**config.mk**
```make
export PLATFORM = sky130hd
export DESIGN_NAME = seg7_scan_driver
export DESIGN_NICKNAME = d
export VERILOG_FILES = /design/src/rtl/seg7_scan_driver_pkg.sv /design/src/rtl/seg7_decode.sv /design/src/rtl/seg7_scan_driver.sv
export SDC_FILE = /design/constraint.sdc
export NUM_CORES = 1
export LEC_CHECK = 0
export CORE_MARGIN = 2
export CORE_UTILIZATION = 40
export DETAILED_ROUTE_END_ITERATION = 12
export PLACE_DENSITY = 0.62
export SLEW_MARGIN = 20
export SYNTH_ARGS = -nofsm -noshare
export SYNTH_HDL_FRONTEND = slang
export SYNTH_HIERARCHICAL = 1
export SYNTH_SLANG_ARGS = --single-unit
```
**constraint.sdc**
```tcl
create_clock -name clk -period 2.5 [get_ports clk]
set_clock_uncertainty 0.05 [all_clocks]
set_input_delay 0.5 -clock clk [delete_from_list [all_inputs] [get_ports clk]]
set_output_delay 0.5 -clock clk [all_outputs]
set_load 0.02 [all_outputs]
```
**src/rtl/seg7_scan_driver_pkg.sv**
```systemverilog
// seg7_scan_driver_pkg
//   Shared display vocabulary: glyph codes used by the upstream FSMs to build
//   code_in, and the active-low 7-segment patterns ({g,f,e,d,c,b,a}) they map to.
//   No ports; imported by seg7_decode and seg7_scan_driver.
package seg7_scan_driver_pkg;

  typedef logic [3:0] glyph_t;
  typedef logic [6:0] seg_t;

  // Non-numeric glyph codes (0..9 are the decimal digits themselves)
  localparam glyph_t GLY_UP    = 4'd10;
  localparam glyph_t GLY_DOWN  = 4'd11;
  localparam glyph_t GLY_F     = 4'd12;
  localparam glyph_t GLY_S     = 4'd13;
  localparam glyph_t GLY_BLANK = 4'd15;

  // Active-low segment patterns, bit order {g,f,e,d,c,b,a}
  localparam seg_t SEG_0     = 7'b100_0000;
  localparam seg_t SEG_1     = 7'b111_1001;
  localparam seg_t SEG_2     = 7'b010_0100;
  localparam seg_t SEG_3     = 7'b011_0000;
  localparam seg_t SEG_4     = 7'b001_1001;
  localparam seg_t SEG_5     = 7'b001_0010;
  localparam seg_t SEG_6     = 7'b000_0010;
  localparam seg_t SEG_7     = 7'b111_1000;
  localparam seg_t SEG_8     = 7'b000_0000;
  localparam seg_t SEG_9     = 7'b001_0000;
  localparam seg_t SEG_UP    = 7'b101_1100;
  localparam seg_t SEG_DOWN  = 7'b110_0011;
  localparam seg_t SEG_F     = 7'b000_1110;
  localparam seg_t SEG_S     = 7'b001_0010;
  localparam seg_t SEG_BLANK = 7'b111_1111;

endpackage

```
**src/rtl/seg7_decode.sv**
```systemverilog
// seg7_decode
//   Purely combinational glyph decoder, shared by every display consumer.
//   Ports:
//     code  in  4  glyph code (0..9 digits, UP, DOWN, F, S, 14/15 blank)
//     seg   out 7  active-low segments {g,f,e,d,c,b,a}
module seg7_decode
  import seg7_scan_driver_pkg::*;
(
  input  logic [3:0] code,
  output logic [6:0] seg
);

  always_comb begin
    seg = SEG_BLANK;
    case (code)
      4'd0:     seg = SEG_0;
      4'd1:     seg = SEG_1;
      4'd2:     seg = SEG_2;
      4'd3:     seg = SEG_3;
      4'd4:     seg = SEG_4;
      4'd5:     seg = SEG_5;
      4'd6:     seg = SEG_6;
      4'd7:     seg = SEG_7;
      4'd8:     seg = SEG_8;
      4'd9:     seg = SEG_9;
      GLY_UP:   seg = SEG_UP;
      GLY_DOWN: seg = SEG_DOWN;
      GLY_F:    seg = SEG_F;
      GLY_S:    seg = SEG_S;
      // 14 and GLY_BLANK both stay dark
      default:  seg = SEG_BLANK;
    endcase
  end

endmodule

```
**src/rtl/seg7_scan_driver.sv**
```systemverilog
// seg7_scan_driver
//   Time-multiplexes four glyph codes onto a 4-digit common-anode display.
//   A prescaler advances the digit index every SCAN_DIV cycles; the codes are
//   latched into a shadow register once per frame so a frame never tears, and
//   the first BLANK_CYC cycles of every slot keep all anodes off.
//   Ports:
//     clk         in   1   system clock
//     rst         in   1   asynchronous, active-high reset
//     en          in   1   1 = scanning; 0 = dark, scan position frozen
//     code_in     in   16  glyph codes, [3:0] = rightmost digit (idx0)
//     DIGIT       out  4   anode enables, active-low, bit i = digit idx i
//     DISPLAY     out  7   segments {g,f,e,d,c,b,a}, active-low
//     frame_done  out  1   one-cycle pulse when a new frame is latched
module seg7_scan_driver
  import seg7_scan_driver_pkg::*;
#(
  parameter int SCAN_DIV  = 25000,
  parameter int BLANK_CYC = 2,
  parameter int CNT_W     = 15
) (
  input  logic        clk,
  input  logic        rst,
  input  logic        en,
  input  logic [15:0] code_in,
  output logic [3:0]  DIGIT,
  output logic [6:0]  DISPLAY,
  output logic        frame_done
);

  localparam logic [CNT_W-1:0] CNT_LAST = CNT_W'(SCAN_DIV - 1);

  logic [CNT_W-1:0] cnt_reg;
  logic [1:0]       idx_reg;
  logic [15:0]      shadow_reg;
  logic [3:0]       digit_reg;
  logic [6:0]       display_reg;
  logic             frame_done_reg;

  glyph_t digit_code [4];
  glyph_t code_sel;
  seg_t   seg_sel;
  logic   in_gap;
  logic   lit;

  // Split the shadow word into per-digit glyph codes
  genvar gi;
  generate
    for (gi = 0; gi < 4; gi++) begin : g_slice
      assign digit_code[gi] = shadow_reg[4*gi +: 4];
    end
  endgenerate

  // With no blank gap the comparison would be constant, so skip it entirely
  generate
    if (BLANK_CYC == 0) begin : g_no_gap
      assign in_gap = 1'b0;
    end else begin : g_gap
      assign in_gap = (cnt_reg < CNT_W'(BLANK_CYC));
    end
  endgenerate

  assign lit      = en && !in_gap;
  assign code_sel = digit_code[idx_reg];

  seg7_decode u_decode (
    .code (code_sel),
    .seg  (seg_sel)
  );

  always_ff @(posedge clk or posedge rst) begin
    if (rst) begin
      cnt_reg        <= '0;
      idx_reg        <= 2'd0;
      shadow_reg     <= 16'hFFFF;
      digit_reg      <= 4'b1111;
      display_reg    <= SEG_BLANK;
      frame_done_reg <= 1'b0;
    end else begin
      frame_done_reg <= 1'b0;
      if (en) begin
        if (cnt_reg == CNT_LAST) begin
          cnt_reg <= '0;
          idx_reg <= idx_reg + 2'd1;
          // Latch new codes only at the very end of the last slot
          if (idx_reg == 2'd3) begin
            shadow_reg     <= code_in;
            frame_done_reg <= 1'b1;
          end
        end else begin
          cnt_reg <= cnt_reg + CNT_W'(1);
        end
      end
      // Anode and segments come from the same (cnt, idx, shadow) snapshot, so an
      // anode is never enabled while the segments still show the previous digit.
      digit_reg   <= lit ? ~(4'b0001 << idx_reg) : 4'b1111;
      display_reg <= lit ? seg_sel : SEG_BLANK;
    end
  end

  assign DIGIT      = digit_reg;
  assign DISPLAY    = display_reg;
  assign frame_done = frame_done_reg;

endmodule

```
==> results of run 1 <==
[report_power, final]
| group | switching (uW) | leakage, uW | internal [uW] | total, uW |
|---|---|---|---|---|
| sequential | 74.9 | 0.000505 | 795 | 870 |
| clock | 231 | 0.0000450 | 194 | 425 |
| combinational | 110 | 0.000605 | 115 | 225 |
[cell families after synthesis]
kind of cell    after synthesis  synth area share, %
mux                          25                15.43
buf+inv                      17                4.037
compound gates               13                3.429
flops                        45                51.27
simple gates                 58                14.16
xor+xnor                     13                5.033
fa+ha+maj                    12                6.637
[metrics by stage]
| step | setup slack, ns | hold slack [ns] | cells |
|---|---|---|---|
| final | 0.1998 | 0.4402 | 291 |
| after global routing | 0.04242 | 0.4640 | 291 |
| after CTS | 0.1881 | 0.4435 | 291 |
| after detailed placement | 0.2089 | 0.4272 | 283 |
| after global placement | 0.2933 | 0.4297 | 283 |
| after floorplan | 0.1471 | 0.4069 | 183 |
[synth_stat cells, drive strengths merged]
cell type | number | area, um^2
a21oi | 3 | 15.01
and3 | 3 | 18.77
and4 | 1 | 8.760
buf | 4 | 32.53
clkbuf | 4 | 25.02
dfrtp | 18 | 450.4
dfstp | 27 | 709.4
ha | 12 | 150.1
inv | 9 | 33.78
mux2 | 16 | 180.2
mux2i | 3 | 30.03
mux4 | 6 | 138.9
nand2 | 16 | 60.06
nand2b | 8 | 50.05
nand3 | 5 | 25.02
nand3b | 1 | 7.510
nand4 | 5 | 31.28
nor2 | 10 | 37.54
nor3 | 1 | 5.000
nor4 | 3 | 33.78
o21a | 1 | 7.510
o21ai | 6 | 30.03
o31a | 1 | 10.01
o31ai | 2 | 15.01
or3 | 1 | 6.260
or4 | 3 | 26.27
or4b | 1 | 10.01
xnor2 | 7 | 61.31
xor2 | 6 | 52.55
[worst reg2reg max path, stage by stage (launching register included)]
cell and delay, ns:
dfrtp_1 0.48, mux4_2 0.63, inv_1 0.16, ha_1 0.28, mux4_1 0.48, nand2b_1 0.15
[final cells by class]
| cell class | instances | area share (%) |
|---|---|---|
| clock buffer | 6 | 2.653 |
| clock inverter | 2 | 0.3660 |
| inverter | 9 | 1.235 |
| multi-input combinational | 121 | 36.96 |
| sequential | 45 | 42.41 |
| tap | 72 | 3.294 |
| timing repair buffer | 36 | 13.08 |
[layer usage]
layer / GRT usage (%) / up-vias / wire (um)
met5: 0 / - / 0
met4: 5.172 / 0 / 53
met3: 2.727 / 4 / 120
met2: 19.41 / 28 / 1510
met1: 20.28 / 655 / 2028
li1: - / 701 / -
[how the worst min path moves through the flow]
| stage | startpoint | end | slack [ns] | cells after the start |
|---|---|---|---|---|
| final | cnt_reg[9] | cnt_reg[9] | 0.44 | 1 |
| after global routing | cnt_reg[9] | cnt_reg[9] | 0.46 | 1 |
| after CTS | cnt_reg[9] | cnt_reg[9] | 0.44 | 1 |
| after detailed placement | cnt_reg[9] | cnt_reg[9] | 0.43 | 1 |
| after global placement | cnt_reg[9] | cnt_reg[9] | 0.43 | 1 |
| after floorplan | cnt_reg[9] | cnt_reg[9] | 0.41 | 1 |
==> impl_metrics.ini, run 1 <==
[timing]
slew_viol_final = 0
worst_pin_slew_ns = 0.5777
period_needed_ns = 2.300
finalSetupViolations = 0
relSlewSlack_pct = 61.13
post-route-period-util_pct = 92.01
rsz0062_at_grt = false
hold_viol = 0
fmax_ghz = 0.4347
fin_setup_tns_ns = 0

[pwr]
totalPowerFinal_uw = 1519
leakagePower_uw = 0.001155
peakVddDrop_mv = 0.2118
p_per_area_mw_per_mm2 = 555.4

[layout]
largest_reg_flops = 16
area_growth_syn_to_layout_pct = 20.91
drive_gt1_share_pct = 29.22
antenna_cells = 0
layout_common_cells = clkdlybuf4s50_1, dfstp_2, dfrtp_1
fin_util_pct = 49.98
final_area_mm2 = 0.002735
multi_input_area_mm2 = 0.001011
register_area_mm2 = 0.001160
mostFrequentLayoutCell = clkdlybuf4s50_1
fill_cells = 515
finish.net_count = 249

[clocking]
clock_latency_ns = 0.29
clkTransAtPathRegs_ns = 0.08
tritoncts = built
clockRootBuffer = clkbuf_8
htreeDepth = 2
cts_resized = 0
numClockSinks = 45
cts_buffers = 5
cts.path.max_buffers = 2
holdBufCountCts = 0
cts_setup_buffers = 0

[drt]
wire_per_inst_um = 12.76
finalWirelength_um = 3713
ant_nets = 0
num_vias = 1388
first_iter_violations = 71
routed_via_density = 4.770
drc = 0
dr.pass1.iters = 4

[global_route]
antenna_found_initial = 0
grt_max_degree = 46
grt_first_pass_wirelength_um = 6596
overflow = 0
gr-usage-all-layers_pct = 13.60
grt_pass1_vias = 1378

[setup_path]
path_depth = 5
timing.rr.start = idx_reg[0]
required_ns = 2.67
critPathMaxFanout = 7
worstPathCellList = mux4_2 -> inv_1 -> ha_1 -> mux4_1 -> nand2b_1
r2r_setup_slack_ns = 0.20
worstSetupStartpoint = idx_reg[0]
critPathBufInv = 1
r2r_end = DISPLAY[4]
end_kind = flop
max_stage_delay_ns = 0.63
crit_family = multiplexers
cp-start-kind = flop
crit_type = reg2reg
crit_end = DISPLAY[4]
slowest_stage = mux4_2
worst_r2r_path_depth = 5
critPathArrivalTime_ns = 2.47

[synth]
synth_seq_cells = 45
yosys_warnings = 6
syn-cell-area_mm2 = 0.002262
yosysSeqAreaShare_pct = 51.27
synth_nets = 214
syn_inst = 183
syn_area_per_cell_um2 = 12.36
synth_cell_types = 34

[floorplanning]
core_area_mm2 = 0.005473
die_h_um = 79.20
start_util_pct = 41.34
rows = 27
die_x_um = 79.20
io_pins = 31
die_area_mm2 = 0.006273

[outcome]
status = finished, final reports clean

[placement]
post_dp_cell_area_mm2 = 0.002653
hpwl_um = 2644
gp_congestion = 0.8080
port_buffers = 30

[min_path]
hp-class = reg2reg

[run]
max_cap_violations = 0
(Power assumes the default switching activity.)
==> run 2: changes to the inputs <==
--- a/config.mk
+++ b/config.mk
@@ -5,10 +5,12 @@
 export SDC_FILE = /design/constraint.sdc
 export NUM_CORES = 1
 export LEC_CHECK = 0
+export CORE_ASPECT_RATIO = 2
 export CORE_MARGIN = 2
 export CORE_UTILIZATION = 40
 export DETAILED_ROUTE_END_ITERATION = 12
 export PLACE_DENSITY = 0.62
+export SETUP_SLACK_MARGIN = 0.05
 export SLEW_MARGIN = 20
 export SYNTH_ARGS = -nofsm -noshare
 export SYNTH_HDL_FRONTEND = slang
==> impl_metrics.ini, run 2 (synthesized netlist as in run 1, its figures left out) <==
[outcome]
status = finished, final reports clean

[floorplanning]
die_h_um = 110.4
io_pins = 31
die_area_mm2 = 0.006309
start_util_pct = 41.74
rows = 38
die_x_um = 57.18
core_area_mm2 = 0.005420

[clocking]
clock_latency_ns = 0.30
clockRootBuffer = clkbuf_8
clkTransAtPathRegs_ns = 0.08
htreeDepth = 2
cts.path.max_buffers = 2
tritoncts = built
cts_buffers = 5
numClockSinks = 45
holdBufCountCts = 0
cts_setup_buffers = 0
cts_resized = 0

[layout]
largest_reg_flops = 16
final_area_mm2 = 0.002761
mostFrequentLayoutCell = clkdlybuf4s50_1
area_growth_syn_to_layout_pct = 22.07
fill_cells = 509
finish.net_count = 252
antenna_cells = 0
layout_common_cells = clkdlybuf4s50_1, dfstp_2, dfrtp_1
drive_gt1_share_pct = 30.63

[timing]
fmax_ghz = 0.4495
fin_setup_tns_ns = 0
hold_viol = 0
holdWs_ns = 0.4525
post-route-period-util_pct = 88.99
relSlewSlack_pct = 63.57
worst_pin_slew_ns = 0.5465
slew_viol_final = 0
rsz0062_at_grt = false
period_needed_ns = 2.225
finalSetupViolations = 0

[setup_path]
crit_type = reg2reg
slowest_stage = mux4_2
max_stage_delay_ns = 0.59
cp-start-kind = flop
critPathArrivalTime_ns = 2.40
critPathMaxFanout = 5
worstPathCellList = mux4_2 -> inv_1 -> ha_1 -> mux4_1 -> nand2b_1
required_ns = 2.68
end_kind = flop

[global_route]
antenna_found_initial = 0
grt_max_degree = 46
overflow = 0
grt_first_pass_wirelength_um = 6831
gr-usage-all-layers_pct = 14.69
grt_pass1_vias = 1471

[pwr]
swShare_pct = 26.92
p_int_uw = 1165
peakVddDrop_mv = 0.4335
leakagePower_uw = 0.001175
seqPwrFrac_pct = 54.7
p_per_area_mw_per_mm2 = 577.1
clockPowerShare_pct = 30.8
p_switching_uw = 429.1
pwr-share-comb_pct = 14.5

[drt]
dr_wl_met2_um = 2347
ant_nets = 0
dr.max_layer_used = met4
first_iter_violations = 34
dr_wl_met3_um = 121
wl_met1_um = 1506
dr.pass1.iters = 4
finalWirelength_um = 4144
wire_per_inst_um = 14.70
drc = 0
routed_via_density = 5.181
num_vias = 1461

[placement]
gp_congestion = 0.8047
port_buffers = 30
hpwl_um = 3161
post_dp_cell_area_mm2 = 0.002660

[run]
max_cap_violations = 0

[min_path]
hp-class = reg2reg
[run 2: stage by stage]
step / total power [uW] / setup WS [ns] / util (%) / cells
finish: 1594 / 0.2752 / 50.95 / 282
global route: 1676 / 0.2098 / 50.95 / 282
CTS: 1619 / 0.2685 / 50.95 / 282
detailed placement: 1118 / 0.2418 / 49.08 / 274
global placement: 1115 / 0.2867 / 49.08 / 274
floorplan: 1023 / 0.1471 / - / 183
[run 2: routing by layer]
metal	global-route usage [%]	up-vias
li1	-	705
met1	14.59	712
met2	27.26	32
met3	2.684	12
met4	9.302	0
met5	0	-
[run 2: critical path, delay by kind of cell (launching register included)]
family	cells	cell delay [ns]
muxes	2	1.08
buffers and inverters	1	0.15
and+or+nand+nor	1	0.15
adders and majority gates	1	0.27
DFF	1	0.45
[run 2: final cells by class]
class | instances | area, um^2 | share of cell area, %
Timing Repair Buffer | 39 | 380.4 | 13.77
Clock inverter | 1 | 5.005 | 0.1812
Multi-Input combinational cell | 121 | 1011 | 36.61
Clock buffer | 7 | 96.34 | 3.489
Sequential cell | 45 | 1160 | 42.00
Inverter | 9 | 33.78 | 1.223
Tap cell | 60 | 75.07 | 2.719
[run 2: final timing paths]
path	start	end	slack, ns	depth (start not counted)
worst max-delay path	idx_reg[0]	DISPLAY[4]	0.28	5
min in group asynchronous	rst	cnt_reg[4]	0.58	3
worst max register to register	idx_reg[0]	DISPLAY[4]	0.28	5
worst min register to register	cnt_reg[11]	cnt_reg[11]	0.45	1
max in group asynchronous	rst	shadow_reg[15]	1.43	3
worst min-delay path	cnt_reg[11]	cnt_reg[11]	0.45	1
[run 2: power groups by stage]
stage          Combinational [uW]  Clock [uW]  Sequential (uW)
2_1_floorplan                 154           0              869
3_3_place_gp                  232           0              884
3_5_place_dp                  234           0              884
4_1_cts                       236         511              872
5_1_grt                       259         534              884
6_report                      231         491              872
